===== src/rtl/mc_ctrl_pkg.sv =====
// Shared encodings for the multi-cycle MIPS-subset controller: state codes,
// instruction fields, ALU operations, datapath mux selects and trap causes.
package mc_ctrl_pkg;

  // Controller states; codes are visible on state_out.
  typedef enum logic [4:0] {
    S_IF     = 5'b00000,
    S_ID     = 5'b00001,
    S_EX_R   = 5'b00010,
    S_EX_MEM = 5'b00011,
    S_EX_I   = 5'b00100,
    S_EX_LUI = 5'b00101,
    S_EX_BEQ = 5'b00110,
    S_EX_BNE = 5'b00111,
    S_EX_JR  = 5'b01000,
    S_EX_JAL = 5'b01001,
    S_EX_J   = 5'b01010,
    S_MEM_RD = 5'b01011,
    S_MEM_WR = 5'b01100,
    S_WB_R   = 5'b01101,
    S_WB_I   = 5'b01110,
    S_WB_LW  = 5'b01111,
    S_EX_SRL = 5'b10000,
    S_TRAP   = 5'b11111
  } state_t;

  // Where the ALU operation comes from in the current state.
  typedef enum logic [2:0] {
    AC_ADD    = 3'd0,
    AC_SUB    = 3'd1,
    AC_FUNCT  = 3'd2,
    AC_OPCODE = 3'd3,
    AC_SRL    = 3'd4
  } alu_class_t;

  // Opcodes (inst[31:26])
  localparam logic [5:0] OP_RTYPE = 6'b000000;
  localparam logic [5:0] OP_J     = 6'b000010;
  localparam logic [5:0] OP_JAL   = 6'b000011;
  localparam logic [5:0] OP_BEQ   = 6'b000100;
  localparam logic [5:0] OP_BNE   = 6'b000101;
  localparam logic [5:0] OP_ADDI  = 6'b001000;
  localparam logic [5:0] OP_SLTI  = 6'b001010;
  localparam logic [5:0] OP_ANDI  = 6'b001100;
  localparam logic [5:0] OP_ORI   = 6'b001101;
  localparam logic [5:0] OP_XORI  = 6'b001110;
  localparam logic [5:0] OP_LUI   = 6'b001111;
  localparam logic [5:0] OP_LW    = 6'b100011;
  localparam logic [5:0] OP_SW    = 6'b101011;

  // Funct codes (inst[5:0]) for R-type
  localparam logic [5:0] F_SRL = 6'b000010;
  localparam logic [5:0] F_JR  = 6'b001000;
  localparam logic [5:0] F_ADD = 6'b100000;
  localparam logic [5:0] F_SUB = 6'b100010;
  localparam logic [5:0] F_AND = 6'b100100;
  localparam logic [5:0] F_OR  = 6'b100101;
  localparam logic [5:0] F_XOR = 6'b100110;
  localparam logic [5:0] F_NOR = 6'b100111;
  localparam logic [5:0] F_SLT = 6'b101010;

  // ALU operation codes
  localparam logic [2:0] ALU_AND = 3'b000;
  localparam logic [2:0] ALU_OR  = 3'b001;
  localparam logic [2:0] ALU_ADD = 3'b010;
  localparam logic [2:0] ALU_XOR = 3'b011;
  localparam logic [2:0] ALU_NOR = 3'b100;
  localparam logic [2:0] ALU_SRL = 3'b101;
  localparam logic [2:0] ALU_SUB = 3'b110;
  localparam logic [2:0] ALU_SLT = 3'b111;

  // PCSource selects
  localparam logic [1:0] PCS_ALU    = 2'b00;
  localparam logic [1:0] PCS_ALUOUT = 2'b01;
  localparam logic [1:0] PCS_JUMP   = 2'b10;
  localparam logic [1:0] PCS_RS     = 2'b11;

  // MemtoReg selects
  localparam logic [1:0] M2R_ALUOUT = 2'b00;
  localparam logic [1:0] M2R_MDR    = 2'b01;
  localparam logic [1:0] M2R_LUI    = 2'b10;
  localparam logic [1:0] M2R_PC     = 2'b11;

  // RegDst selects
  localparam logic [1:0] RD_RT  = 2'b00;
  localparam logic [1:0] RD_RD  = 2'b01;
  localparam logic [1:0] RD_R31 = 2'b10;

  // ALUSrcB selects
  localparam logic [1:0] SRCB_B     = 2'b00;
  localparam logic [1:0] SRCB_FOUR  = 2'b01;
  localparam logic [1:0] SRCB_IMM   = 2'b10;
  localparam logic [1:0] SRCB_IMMSH = 2'b11;

  // Trap causes
  localparam logic [1:0] CAUSE_NONE     = 2'b00;
  localparam logic [1:0] CAUSE_OVERFLOW = 2'b01;
  localparam logic [1:0] CAUSE_TIMEOUT  = 2'b10;
  localparam logic [1:0] CAUSE_ILLEGAL  = 2'b11;

  // States that wait on mio_ready and therefore run the timeout counter.
  function automatic logic is_wait_state(input state_t s);
    return (s == S_IF) || (s == S_MEM_RD) || (s == S_MEM_WR);
  endfunction

endpackage


===== src/rtl/mc_ctrl_v2_alu_decode.sv =====
// Combinational ALU operation decode from the per-state ALU class and the
// instruction's opcode/funct fields. Unlisted codes fall back to add.
module mc_alu_decode
  import mc_ctrl_pkg::*;
(
  input  alu_class_t  alu_class,
  input  logic [5:0]  opcode,
  input  logic [5:0]  funct,
  output logic [2:0]  alu_operation
);

  // Map (class, opcode, funct) to an ALU opcode.
  always_comb begin
    alu_operation = ALU_ADD;
    case (alu_class)
      AC_ADD: alu_operation = ALU_ADD;
      AC_SUB: alu_operation = ALU_SUB;
      AC_SRL: alu_operation = ALU_SRL;
      AC_FUNCT: begin
        case (funct)
          F_ADD:   alu_operation = ALU_ADD;
          F_SUB:   alu_operation = ALU_SUB;
          F_AND:   alu_operation = ALU_AND;
          F_OR:    alu_operation = ALU_OR;
          F_XOR:   alu_operation = ALU_XOR;
          F_NOR:   alu_operation = ALU_NOR;
          F_SLT:   alu_operation = ALU_SLT;
          F_SRL:   alu_operation = ALU_SRL;
          default: alu_operation = ALU_ADD;
        endcase
      end
      AC_OPCODE: begin
        case (opcode)
          OP_ADDI: alu_operation = ALU_ADD;
          OP_ANDI: alu_operation = ALU_AND;
          OP_ORI:  alu_operation = ALU_OR;
          OP_XORI: alu_operation = ALU_XOR;
          OP_SLTI: alu_operation = ALU_SLT;
          default: alu_operation = ALU_ADD;
        endcase
      end
      default: alu_operation = ALU_ADD;
    endcase
  end

endmodule


===== src/rtl/mc_ctrl_v2.sv =====
// Multi-cycle MIPS-subset control unit. Sequences fetch/decode/execute/
// memory/write-back, waits on mio_ready with a bounded timeout, and traps on
// illegal opcodes, memory timeouts and (optionally) signed add/sub overflow.
// Outputs are decoded from the registered state; only IRWrite/PCWrite in IF
// depend on mio_ready combinationally.
module mc_ctrl_v2
  import mc_ctrl_pkg::*;
#(
  parameter int TIMEOUT  = 16,
  parameter bit OVF_TRAP = 1'b1
) (
  input  logic        clk,
  input  logic        rst,
  input  logic        mio_ready,
  input  logic        zero,
  input  logic        overflow,
  input  logic [31:0] inst,
  input  logic        trap_clear,
  output logic        MemRead,
  output logic        MemWrite,
  output logic        IorD,
  output logic        CPU_MIO,
  output logic        IRWrite,
  output logic        RegWrite,
  output logic        ALUSrcA,
  output logic        PCWrite,
  output logic        PCWriteCond,
  output logic        Branch,
  output logic [1:0]  RegDst,
  output logic [1:0]  MemtoReg,
  output logic [1:0]  ALUSrcB,
  output logic [1:0]  PCSource,
  output logic [2:0]  ALU_operation,
  output logic        trap,
  output logic [1:0]  trap_cause,
  output logic [4:0]  state_out
);

  localparam int CW = $clog2(TIMEOUT + 1);

  state_t      state, state_next;
  logic [1:0]  cause_q, cause_next;
  logic [CW-1:0] wait_cnt;
  logic        timed_out;
  alu_class_t  alu_class;

  logic [5:0]  opcode, funct;
  logic        unused_inst_bits;

  // zero is consumed by the datapath together with PCWriteCond/Branch; the
  // controller only forwards intent, so it is not used in the state logic.
  assign opcode           = inst[31:26];
  assign funct            = inst[5:0];
  assign unused_inst_bits = ^{inst[25:6], zero};

  assign timed_out  = (wait_cnt == CW'(TIMEOUT - 1));
  assign state_out  = state;
  assign trap_cause = cause_q;

  // State and trap-cause registers.
  always_ff @(posedge clk or posedge rst) begin
    if (rst) begin
      state   <= S_IF;
      cause_q <= CAUSE_NONE;
    end else begin
      state   <= state_next;
      cause_q <= cause_next;
    end
  end

  // Wait counter: cleared on any state change (so on entry to a wait state),
  // counts non-ready cycles while waiting.
  always_ff @(posedge clk or posedge rst) begin
    if (rst) begin
      wait_cnt <= '0;
    end else if (state_next != state) begin
      wait_cnt <= '0;
    end else if (is_wait_state(state) && !mio_ready) begin
      wait_cnt <= wait_cnt + 1'b1;
    end
  end

  // Next-state, trap cause and datapath control decode.
  always_comb begin
    state_next  = state;
    cause_next  = cause_q;
    alu_class   = AC_ADD;
    MemRead     = 1'b0;
    MemWrite    = 1'b0;
    IorD        = 1'b0;
    CPU_MIO     = 1'b0;
    IRWrite     = 1'b0;
    RegWrite    = 1'b0;
    ALUSrcA     = 1'b0;
    PCWrite     = 1'b0;
    PCWriteCond = 1'b0;
    Branch      = 1'b0;
    RegDst      = RD_RT;
    MemtoReg    = M2R_ALUOUT;
    ALUSrcB     = SRCB_B;
    PCSource    = PCS_ALU;
    trap        = 1'b0;

    case (state)
      S_IF: begin
        MemRead = 1'b1;
        CPU_MIO = 1'b1;
        ALUSrcB = SRCB_FOUR;
        // Ready in the final wait cycle beats the timeout.
        if (mio_ready) begin
          IRWrite    = 1'b1;
          PCWrite    = 1'b1;
          state_next = S_ID;
        end else if (timed_out) begin
          state_next = S_TRAP;
          cause_next = CAUSE_TIMEOUT;
        end
      end

      S_ID: begin
        ALUSrcB = SRCB_IMMSH;
        case (opcode)
          OP_RTYPE: begin
            if (funct == F_SRL)     state_next = S_EX_SRL;
            else if (funct == F_JR) state_next = S_EX_JR;
            else                    state_next = S_EX_R;
          end
          OP_LW, OP_SW:  state_next = S_EX_MEM;
          OP_BEQ:        state_next = S_EX_BEQ;
          OP_BNE:        state_next = S_EX_BNE;
          OP_ADDI, OP_ANDI, OP_ORI, OP_XORI, OP_SLTI:
                         state_next = S_EX_I;
          OP_LUI:        state_next = S_EX_LUI;
          OP_J:          state_next = S_EX_J;
          OP_JAL:        state_next = S_EX_JAL;
          default: begin
            state_next = S_TRAP;
            cause_next = CAUSE_ILLEGAL;
          end
        endcase
      end

      S_EX_R: begin
        ALUSrcA   = 1'b1;
        ALUSrcB   = SRCB_B;
        alu_class = AC_FUNCT;
        if (OVF_TRAP && overflow && ((funct == F_ADD) || (funct == F_SUB))) begin
          state_next = S_TRAP;
          cause_next = CAUSE_OVERFLOW;
        end else begin
          state_next = S_WB_R;
        end
      end

      S_EX_SRL: begin
        ALUSrcA    = 1'b1;
        ALUSrcB    = SRCB_IMM;
        alu_class  = AC_SRL;
        state_next = S_WB_R;
      end

      S_EX_I: begin
        ALUSrcA   = 1'b1;
        ALUSrcB   = SRCB_IMM;
        alu_class = AC_OPCODE;
        if (OVF_TRAP && overflow && (opcode == OP_ADDI)) begin
          state_next = S_TRAP;
          cause_next = CAUSE_OVERFLOW;
        end else begin
          state_next = S_WB_I;
        end
      end

      S_EX_MEM: begin
        ALUSrcA    = 1'b1;
        ALUSrcB    = SRCB_IMM;
        state_next = (opcode == OP_SW) ? S_MEM_WR : S_MEM_RD;
      end

      S_MEM_RD: begin
        IorD    = 1'b1;
        MemRead = 1'b1;
        CPU_MIO = 1'b1;
        if (mio_ready) begin
          state_next = S_WB_LW;
        end else if (timed_out) begin
          state_next = S_TRAP;
          cause_next = CAUSE_TIMEOUT;
        end
      end

      S_MEM_WR: begin
        IorD     = 1'b1;
        MemWrite = 1'b1;
        CPU_MIO  = 1'b1;
        if (mio_ready) begin
          state_next = S_IF;
        end else if (timed_out) begin
          state_next = S_TRAP;
          cause_next = CAUSE_TIMEOUT;
        end
      end

      S_WB_R: begin
        RegWrite   = 1'b1;
        RegDst     = RD_RD;
        state_next = S_IF;
      end

      S_WB_I: begin
        RegWrite   = 1'b1;
        state_next = S_IF;
      end

      S_WB_LW: begin
        RegWrite   = 1'b1;
        MemtoReg   = M2R_MDR;
        state_next = S_IF;
      end

      S_EX_LUI: begin
        RegWrite   = 1'b1;
        MemtoReg   = M2R_LUI;
        state_next = S_IF;
      end

      S_EX_BEQ: begin
        PCWriteCond = 1'b1;
        Branch      = 1'b1;
        ALUSrcA     = 1'b1;
        PCSource    = PCS_ALUOUT;
        alu_class   = AC_SUB;
        state_next  = S_IF;
      end

      S_EX_BNE: begin
        PCWriteCond = 1'b1;
        ALUSrcA     = 1'b1;
        PCSource    = PCS_ALUOUT;
        alu_class   = AC_SUB;
        state_next  = S_IF;
      end

      S_EX_J: begin
        PCWrite    = 1'b1;
        PCSource   = PCS_JUMP;
        state_next = S_IF;
      end

      S_EX_JAL: begin
        PCWrite    = 1'b1;
        PCSource   = PCS_JUMP;
        RegWrite   = 1'b1;
        RegDst     = RD_R31;
        MemtoReg   = M2R_PC;
        state_next = S_IF;
      end

      S_EX_JR: begin
        PCWrite    = 1'b1;
        PCSource   = PCS_RS;
        state_next = S_IF;
      end

      S_TRAP: begin
        trap = 1'b1;
        if (trap_clear) state_next = S_IF;
      end

      default: state_next = S_IF;
    endcase
  end

  mc_alu_decode u_alu_decode (
    .alu_class     (alu_class),
    .opcode        (opcode),
    .funct         (funct),
    .alu_operation (ALU_operation)
  );

endmodule


===== config.mk =====
export PLATFORM = sky130hd
export DESIGN_NAME = mc_ctrl_v2
export DESIGN_NICKNAME = d
export VERILOG_FILES = /design/src/rtl/mc_ctrl_pkg.sv /design/src/rtl/mc_ctrl_v2_alu_decode.sv /design/src/rtl/mc_ctrl_v2.sv
export SDC_FILE = /design/constraint.sdc
export NUM_CORES = 1
export LEC_CHECK = 0
export BUFFER_PORTS_ARGS = -buffer_cell sky130_fd_sc_hd__buf_2
export CAP_MARGIN = 10
export CORE_MARGIN = 5
export CORE_UTILIZATION = 50
export CTS_CLUSTER_SIZE = 30
export DETAILED_ROUTE_END_ITERATION = 8
export GPL_TIMING_DRIVEN = 0
export PLACE_DENSITY_LB_ADDON = 0.08
export SLEW_MARGIN = 20
export SYNTH_ARGS = -nofsm -noshare
export SYNTH_HDL_FRONTEND = slang
export SYNTH_SLANG_ARGS = --single-unit

===== constraint.sdc =====
create_clock -name clk -period 2.5 [get_ports clk]
set_input_delay 0.125 -clock clk [delete_from_list [all_inputs] [get_ports clk]]
set_output_delay 0.125 -clock clk [all_outputs]
set_load 0.01 [all_outputs]

==> results.cfg <==
[worst_setup_path]
critPathMaxFanout = 10
startpoint = state_out[3]
critical_path_class = flip-flop to flip-flop
arrival_ns = 2.41
cp_slowest_cell = dfrtp_1
crit_chain = buf_4, buf_4, inv_1, a22oi_1, nor3_1, o21ai_0, a21oi_1, nor4_1
cp-start-kind = flip-flop
critPathMostFrequentCell = buf_4
crit_path_max_incr_delay_ns = 0.41
r2r-start = state_out[3]
required_ns = 2.62
end_kind = flip-flop

[routing]
ant_nets = 0
drt_first_pass_iters = 5
wl_per_cell_um = 15.35
dr_total_vias = 2019
drt_iter0_markers = 238
drc = 0
vias_per_cell = 6.027
wl_um = 5141

[power_and_ir_drop]
pwr-share-seq_pct = 13.4
leakagePower_nw = 0.9815
clockPowerShare_pct = 4.9
comb_power_share_pct = 81.8
peakVddDrop_mv = 0.5246
p_sw_share_pct = 54.15
p_int_mw = 0.9868
p_per_area_nw_per_um2 = 1051
p_switching_mw = 1.165

[global_routing]
grt_use_total_pct = 21.55
grtUsageMet1_pct = 29.88
use_met2_pct = 34.22
grt_use_met3_pct = 4.928
grt_pass1_wl_um = 8714
overflow = 0
grt_pass1_vias = 1828
grt.busiest_layer = met2
grt_max_degree = 20
antenna_found_initial = 0

[timing]
tns_ns = 0
max_freq_ghz = 0.4358
clock_skew_ns = 0.001451
period_needed_ns = 2.294
slew_viol_final = 0
tightestPinTransition_ns = 0.7332
finalHoldViolCount = 0
rsz0062_at_grt = no
setup_viol = 0
maxSlewHeadroom_pct = 50.67
finalCritPeriodShare_pct = 91.78
finalWorstSetupSlack_ns = 0.2056

[synthesis]
async_flop_share_pct = 100.0
netlist_instances = 245
synth.avg_cell_area_um2 = 7.160
synth-seq-cells = 12
synth_largest_area_cell = dfrtp_1
syn-num-nets = 285
synth_edf_count = 0
synth_top_area_share_pct = 17.12
syn-cell-area_um2 = 1754
synth_cell_types = 67
synthFlopType = dfrtp_1
ys_top_cells_by_area = dfrtp_1 (17%), nand2_1 (6.2%), nor2_1 (5.8%)
yosysWarnings = 0
synth-seq-area-share_pct = 17.12

[floorplan]
core-area_um2 = 3363
rows = 21
die_area_um2 = 4793
ioPinCount = 67
fp.dieW_um = 69.23
start_util_pct = 52.16
die_h_um = 69.23

[clock_network]
cts_setup_buffers = 0
clk_pin_slew_worst_paths_ns = 0.06
root_buffer = clkbuf_4
cts.sinks = 12
cts_made_buffers = 3
h-tree-depth = 1
cts_tree = built
insertion_delay_ns = 0.26
clockBufferDepth = 2

[place]
dp_hpwl_um = 4170
place_congestion = 0.9334
place_area_um2 = 2022
dp_slack_ns = 0.2357
io_buffer_count = 42

[final_layout]
area_growth_syn_to_layout_pct = 16.76
drive_above_1_share_pct = 26.99
fin_area_um2 = 2048
nets = 331
fillCellCount = 349
diodes = 0

[hold_path]
hold_start = trap_clear
hold_path_class = primary input to flip-flop

[flow_run]
cap_violations = 0

[outcome]
status = complete, no violations
cells in the final DEF, fill, tap and decap left out, drive strengths merged, types with 8 or more instances in the layout:
cell and instances:
buf 55, nand3 12, nand2 30, dfrtp 12, nor4 8, o21ai 15
inv 10, nor2b 9, nor2 27, nor3 10, a21oi 14
cell usage after synthesis, types with 3 or more instances:
library cell and instances:
a21oi_1 14, and2_1 4, and3_1 5, buf_2 6, buf_4 5, clkbuf_1 4
dfrtp_1 12, inv_1 9, nand2_1 29, nand2b_1 5, nand3_1 12, nand4_1 6
nor2_1 27, nor2b_1 9, nor3_1 10, nor3b_1 3, nor4_1 8, o211ai_1 3
o21ai_0 14
metrics by stage:
stage / instances / hold WS, ns / power (mW) / util, %
global placement: 333 / 0.1380 / 2.029 / 60.12
CTS: 336 / 0.2004 / 2.154 / 60.97
global route: 335 / 0.2046 / 2.362 / 60.90
finish: 335 / 0.2163 / 2.152 / 60.90
floorplan: 245 / -0.01030 / 1.545 / -
detailed placement: 333 / 0.1412 / 2.045 / 60.12
power groups by stage:
stage	logic [mW]	registers [mW]	clock network [mW]
floorplan	1.24	0.308	0
global route	1.94	0.299	0.125
detailed placement	1.75	0.292	0
global placement	1.74	0.290	0
CTS	1.75	0.288	0.111
finish	1.76	0.288	0.105
cells by family after synthesis:
group           Yosys count  share of synthesized area (%)
compound gates           61                          26.25
xor+xnor                  5                          2.925
fa+ha+maj                 2                          1.426
buf+inv                  27                          8.131
flops                    12                          17.12
mux                       1                         0.6419
simple gates            137                          43.51
worst max-delay path: cells and delay by family, from the launching register on:
family,cells,cell delay (ns)
flops,1,0.41
compound gates,3,0.74
buf+inv,3,0.57
simple gates,2,0.43
flip-flops by register name (all words and copies together), names as in the netlist:
signal / cells
wait_cnt: 5
state_out: 5
trap_cause: 2
layer usage:
layer  part of all wire (%)  vias to the layer above
met1                     45                      928
met3                    8.0                        6
met2                     46                       89
met5                      0                        -
li1                       -                      996
met4                    1.1                        0
layout make-up:
cell class                 count  area [µm²]  area share [%]
sequential                    12       300.3           14.66
tap                           46       57.56           2.810
multi-input combinational    206        1311           64.02
inverter                      10       37.54           1.833
buffer                        15       98.84           4.826
timing repair buffer          43       220.2           10.75
clock buffer                   3       22.52           1.100
repair_timing:
| action | CTS | global route |
|---|---|---|
| hold buffers | 1 | 0 |
| endpoints found under the hold margin | 12 | 0 |
| resized for setup | 0 | 2 |
| endpoints found under the setup margin | 2 | 2 |
| cloned | 0 | 0 |
worst paths after layout:
check	cells after the start	slack, ns	endpoint
min in group asynchronous	3	0.40	wait_cnt[1]
min	3	0.22	state_out[4]
min reg2reg	2	0.49	trap_cause[0]
max reg2reg	8	0.21	wait_cnt[2]
max in group asynchronous	3	1.80	state_out[2]
max	8	0.21	wait_cnt[2]
No activity file was read; power rests on OpenSTA's default activity.
